===== src/rtl/uart_transmitter.sv =====
// uart_transmitter: 8N1 serial transmitter with a ready/valid byte input.
// One byte is accepted in IDLE. It is sent as a start bit, 8 data bits
// (LSB first) and a stop bit. Each symbol lasts CLOCK_FREQ/BAUD_RATE cycles.
// Optional feature: define UART_TX_PARITY_EN to add an even-parity symbol
// between the last data bit and the stop bit.
// data_in_ready and serial_out both come straight from flops.

module uart_transmitter #(
   parameter int CLOCK_FREQ = 125_000_000,
   parameter int BAUD_RATE  = 115_200
) (
   input  logic       clk,
   input  logic       rst,
   input  logic [7:0] data_in,
   input  logic       data_in_valid,
   output logic       data_in_ready,
   output logic       serial_out
);

   localparam int SYMBOL_EDGE_TIME    = CLOCK_FREQ / BAUD_RATE;
   localparam int CLOCK_COUNTER_WIDTH = $clog2(SYMBOL_EDGE_TIME);
   localparam logic [CLOCK_COUNTER_WIDTH-1:0] LAST_CYCLE =
      CLOCK_COUNTER_WIDTH'(SYMBOL_EDGE_TIME - 1);

`ifdef UART_TX_PARITY_EN
   typedef enum logic [2:0] {
      IDLE   = 3'd0,
      START  = 3'd1,
      DATA   = 3'd2,
      PARITY = 3'd3,
      STOP   = 3'd4
   } state_t;
`else
   typedef enum logic [2:0] {
      IDLE  = 3'd0,
      START = 3'd1,
      DATA  = 3'd2,
      STOP  = 3'd4
   } state_t;
`endif

   state_t                         state, state_next;
   logic [CLOCK_COUNTER_WIDTH-1:0] cycle_cnt, cycle_cnt_next;
   logic [2:0]                     bit_cnt, bit_cnt_next;
   logic [7:0]                     shift_reg, shift_reg_next;
   logic                           serial_next;
   logic                           ready_next;
   logic                           fire;
   logic                           symbol_end;

   // A byte is accepted only while the registered ready is high, which is IDLE only.
   assign fire       = data_in_valid & data_in_ready;
   assign symbol_end = (cycle_cnt == LAST_CYCLE);

`ifdef UART_TX_PARITY_EN
   logic parity_bit;

   // Parity is taken from the byte as it is latched, so later changes to data_in have no effect.
   always_ff @(posedge clk or posedge rst) begin
      if (rst)       parity_bit <= 1'b0;
      else if (fire) parity_bit <= ^data_in;
   end
`endif

   // State and registered outputs. Reset drops any frame in progress and forces the line high.
   always_ff @(posedge clk or posedge rst) begin
      if (rst) begin
         state         <= IDLE;
         cycle_cnt     <= '0;
         bit_cnt       <= 3'd0;
         shift_reg     <= 8'h00;
         serial_out    <= 1'b1;
         data_in_ready <= 1'b1;
      end else begin
         state         <= state_next;
         cycle_cnt     <= cycle_cnt_next;
         bit_cnt       <= bit_cnt_next;
         shift_reg     <= shift_reg_next;
         serial_out    <= serial_next;
         data_in_ready <= ready_next;
      end
   end

   // Next-state logic. Each next value for serial_out is the level of the
   // symbol that starts on the following cycle, so the line changes only at
   // symbol boundaries.
   always_comb begin
      state_next     = state;
      cycle_cnt_next = symbol_end ? '0 : cycle_cnt + 1'b1;
      bit_cnt_next   = bit_cnt;
      shift_reg_next = shift_reg;
      serial_next    = serial_out;
      ready_next     = data_in_ready;

      case (state)
         IDLE: begin
            cycle_cnt_next = '0;
            serial_next    = 1'b1;
            ready_next     = 1'b1;
            if (fire) begin
               state_next     = START;
               shift_reg_next = data_in;
               bit_cnt_next   = 3'd0;
               serial_next    = 1'b0;
               ready_next     = 1'b0;
            end
         end

         START: begin
            if (symbol_end) begin
               state_next  = DATA;
               serial_next = shift_reg[0];
            end
         end

         DATA: begin
            if (symbol_end) begin
               if (bit_cnt == 3'd7) begin
`ifdef UART_TX_PARITY_EN
                  state_next  = PARITY;
                  serial_next = parity_bit;
`else
                  state_next  = STOP;
                  serial_next = 1'b1;
`endif
               end else begin
                  bit_cnt_next   = bit_cnt + 3'd1;
                  shift_reg_next = shift_reg >> 1;
                  serial_next    = shift_reg[1];
               end
            end
         end

`ifdef UART_TX_PARITY_EN
         PARITY: begin
            if (symbol_end) begin
               state_next  = STOP;
               serial_next = 1'b1;
            end
         end
`endif

         STOP: begin
            if (symbol_end) begin
               state_next  = IDLE;
               serial_next = 1'b1;
               ready_next  = 1'b1;
            end
         end

         default: begin
            state_next     = IDLE;
            cycle_cnt_next = '0;
            serial_next    = 1'b1;
            ready_next     = 1'b1;
         end
      endcase
   end

endmodule


===== config.mk =====
export PLATFORM = sky130hd
export DESIGN_NAME = uart_transmitter
export DESIGN_NICKNAME = d
export VERILOG_FILES = /design/src/rtl/uart_transmitter.sv
export SDC_FILE = /design/constraint.sdc
export NUM_CORES = 1
export LEC_CHECK = 0
export CAP_MARGIN = 5
export CELL_PAD_IN_SITES_DETAIL_PLACEMENT = 1
export CELL_PAD_IN_SITES_GLOBAL_PLACEMENT = 2
export CORE_UTILIZATION = 40
export DETAILED_ROUTE_END_ITERATION = 10
export PLACE_DENSITY = 0.8
export SYNTH_ARGS = -nofsm -noshare
export SYNTH_HDL_FRONTEND = slang
export SYNTH_SLANG_ARGS = --single-unit
export TNS_END_PERCENT = 100

===== constraint.sdc =====
create_clock -name clk -period 3.6 [get_ports clk]
set_input_delay 0.36 -clock clk [delete_from_list [all_inputs] [get_ports clk]]
set_output_delay 0.36 -clock clk [all_outputs]
set_load 0.03 [all_outputs]

==> run summary <==
The flow ran to the end, and the final reports show no timing, DRC or antenna violations. The completed layout was analyzed and its total power is 0.470 mW. After routing, the total negative slack on setup checks comes to 0 ns.

Counting every instance in the synthesized netlist gives 124. The net switching share of the total power was 21.7%; the flop and latch count out of synthesis was 27. The share of total power dissipated in the clock network is 28.3%. The final core area utilization was 47.3%; the period utilization was 55.6%. Leaving out filler cells and counting taps, the final layout contains 182.

The final setup skew was 0.00415 ns. Power spread over the standard cell area amounts to 293 nW/µm². The logs give 0 for the max-cap check violation count and 0.528 ns for the post-route worst hold slack. Counting instances in the post-synthesis netlist gives the leading cell types as sky130_fd_sc_hd__dfrtp_1, sky130_fd_sc_hd__nor2_1, sky130_fd_sc_hd__inv_1.

Internal power comes to 0.368 mW. The logs give 47.4% for the sequential fraction of the synthesis area and 0 for the residual DRC count. Kind of capture point of the worst setup path: a flip-flop.

The run gives 0 as the number of synthesis warnings. The routed layout has 907 vias. The path class of the tightest hold or removal check is reg2reg. After the last flow step, the layout net total stands at 152. When the netlist entered floorplanning its net count stood at 139.

Counting the fill cells in the layout gives 367. In this run, placement finished with an instance count of 178. After clock tree synthesis, the clock-pin slew on the worst setup and hold paths is 0.14 ns.

The largest single stage delay on the critical path is 0.43 ns. Setup violations remaining at the end of the flow were counted as 0. The share of the synthesized area in the top cell type works out to 43.7%. The most critical setup path has its startpoint at bit_cnt[0]$_DFFE_PP0P_. The critical path goes through ha_1 -> ha_1 -> nor4b_4 -> nand4_4 -> nand2_8 -> mux2_4. For this design the static power due to leakage is 0.719 nW.

The multi-input combinational cells in the finished layout cover a total of 683 µm². The initial antenna violation count was 0; the floorplan row count was 21. Vertical extent of the die: 61.8 µm. The tools report the detailed-router iteration count before antenna repair as 3.

Proportion of layout cells with a drive suffix above 1: 18.4%. The slack of the worst reg-to-reg path is 1.60 ns, and the number of cells on the worst reg-to-reg path is 6. The data required time of the worst path was 3.83 ns; the number of gates given a new drive strength after cts was 0. STA classifies the critical path startpoint as a flip-flop. Routed length per instance: 13.9 µm. The tools report the number of distinct library cells after synthesis as 34.

The synthesis-to-finish area growth is 12.1%, and the global-route usage over all layers is 16.2%. The largest total area in the synthesized netlist belongs to sky130_fd_sc_hd__dfrtp_1. The number of top-level design ports was 13; the final HPWL from detailed placement was 1890 µm. The endpoint identified for the worst register-to-register timing path is shift_reg[4]$_DFFE_PP0P_.

The clock root buffer is sky130_fd_sc_hd__clkbuf_4. The detailed router finished its first iteration with 29 violations. The number of synthesized flops with an enable pin is 0, and the initial core utilization is 42.2%.

Worst reg2reg path startpoint: bit_cnt[0]$_DFFE_PP0P_. The tools report the capturing element of the worst setup path as shift_reg[4]$_DFFE_PP0P_. The die area was 3820 µm²; the total of buffers placed on input and output ports was 12.

The run gives 65.8% as the sequential group share of total power. The critical path class was reg2reg. The final count of hold timing violations is 0. The register with the most flip-flops in the layout has 11 of them. The run gives 0.723 as the final RePlAce weighted congestion. Global routing finished with a remaining overflow of 0. Setup repair after global routing left no endpoint under its margin. Once detail routing completed, the nets flagged for antenna violations numbered 0.

The die is 61.8 µm wide. In this run, CTS created clock tree buffers numbering 3. Along the worst path, the maximum fanout reaches 8. Measured against its own limit, the worst slew margin works out to 31.9%.

The proportion of synthesized flip-flops having asynchronous set or reset is 100%. Library cell contributing the largest single delay on the critical path: sky130_fd_sc_hd__dfrtp_1. The post-detailed-route via-to-cell ratio works out to 4.98.

The average cell area after synthesis came out at 11.5 µm². Timing would allow up to 500 MHz. Among all cell types in the netlist, the one instantiated most often is sky130_fd_sc_hd__dfrtp_1. The global-route wire length before repair was 4350 µm. Entering global routing, the biggest net connects 28 pins. In this run the power spent charging and discharging nets is 0.102 mW. The clock net in this run drives a total of 27 sinks. The time the worst path needs with I/O delays and setup was 2.00 ns. The actual slew at the worst max-slew pin was 1.02 ns; the max-slew violation total from the final report was 0.

For the worst-skew pair, the clock arrives at the later sink with an insertion delay of 0.33 ns. The tools report the number of global-route vias before repair as 925. STA puts the critical path data arrival time at 2.23 ns. The summed instance area of the synthesized netlist came out at 1430 µm².

By area the synthesized netlist is led by sky130_fd_sc_hd__dfrtp_1, sky130_fd_sc_hd__mux2_2, sky130_fd_sc_hd__mux2_4, sky130_fd_sc_hd__xor2_1, sky130_fd_sc_hd__dfstp_2. Combinational cells account for 5.9% of the total power. The total core area came out at 3390 µm². Registers take 678 µm². The most instantiated flip-flop cell in the synthesis netlist is sky130_fd_sc_hd__dfrtp_1. The tools report the hold buffer count at CTS as 0.

The H-tree depth is 1, and the routed wire length is 2520 µm. The tools report the peak supply drop as 162 µV. The post-CTS setup-driven buffer insertion count is 0. TritonCTS built the clock tree. Among the stages of the critical path, the cell type that occurs most often is sky130_fd_sc_hd__ha_1. For the buffer depth of the longest clock path, the log shows 2. The repair_antennas step left the layout with diodes totalling 0.
## worst max-delay path: cells and delay by family (launching register included)
family                   cells  cell delay, ns
AND/OR/NAND/NOR              3            0.73
flip-flops                   1            0.43
adder cells (fa/ha/maj)      2            0.43
multiplexers                 1            0.31
## metal layers
| layer | vias to the layer above | routed length, µm | GRT usage, % |
|---|---|---|---|
| met2 | 9 | 1250 | 26.9 |
| met4 | 0 | 25 | 4.76 |
| li1 | 447 | - | - |
| met5 | - | 0 | 0 |
| met1 | 449 | 1190 | 20.7 |
| met3 | 2 | 57 | 4.35 |
## worst min path at each step
stage,start,to,cells after the start
final,shift_reg[3]$_DFFE_PP0P_,shift_reg[3]$_DFFE_PP0P_,1
after global routing,shift_reg[6]$_DFFE_PP0P_,shift_reg[6]$_DFFE_PP0P_,1
after CTS,shift_reg[3]$_DFFE_PP0P_,shift_reg[3]$_DFFE_PP0P_,1
after detailed placement,shift_reg[6]$_DFFE_PP0P_,shift_reg[6]$_DFFE_PP0P_,1
after global placement,shift_reg[3]$_DFFE_PP0P_,shift_reg[3]$_DFFE_PP0P_,1
after floorplan,rst,bit_cnt[0]$_DFFE_PP0P_,1
## area by class of cell
| class | count | area share (%) |
|---|---|---|
| flip-flops and latches | 27 | 42.3 |
| repair buffers | 12 | 7.49 |
| multi-input cells | 83 | 42.6 |
| well taps | 46 | 3.59 |
| clock buffers | 4 | 1.64 |
| inverters | 10 | 2.34 |
## power groups by stage
| stage | logic [mW] | clock network [mW] | registers [mW] |
|---|---|---|---|
| 5_1_grt | 0.0305 | 0.153 | 0.310 |
| 3_5_place_dp | 0.0284 | 0 | 0.315 |
| 2_1_floorplan | 0.0142 | 0 | 0.314 |
| 3_3_place_gp | 0.0272 | 0 | 0.315 |
| 4_1_cts | 0.0285 | 0.139 | 0.310 |
| 6_report | 0.0276 | 0.133 | 0.310 |
## layout by cell type, fill, tap and decap left out, types with 3 or more instances in the layout
master                            count
sky130_fd_sc_hd__and3_1               3
sky130_fd_sc_hd__clkbuf_4             3
sky130_fd_sc_hd__clkdlybuf4s50_1     12
sky130_fd_sc_hd__dfrtp_1             25
sky130_fd_sc_hd__ha_1                 4
sky130_fd_sc_hd__inv_1               10
sky130_fd_sc_hd__mux2_2               8
sky130_fd_sc_hd__mux2_4               6
sky130_fd_sc_hd__nand2_1              3
sky130_fd_sc_hd__nand3_1              8
sky130_fd_sc_hd__nor2_1              12
sky130_fd_sc_hd__o21ai_0              7
sky130_fd_sc_hd__xor2_1               8
## through the flow
step                      worst slack [ns]  area [µm²]
after floorplan                       1.78        1430
after global placement                1.62        1580
after detailed placement              1.55        1580
after CTS                             1.58        1600
after global routing                  1.46        1600
final                                 1.60        1600
## kinds of logic after synthesis
family	count (synthesis)	share of synthesized area, %
adders and majority gates	4	3.50
muxes	16	14.0
buffers and inverters	14	4.81
and+or+nand+nor	41	19.4
DFF	27	47.4
AOI/OAI and AO/OA	13	5.34
xor gates and xnor gates	9	5.51
Power figures use the tool's default switching activity.
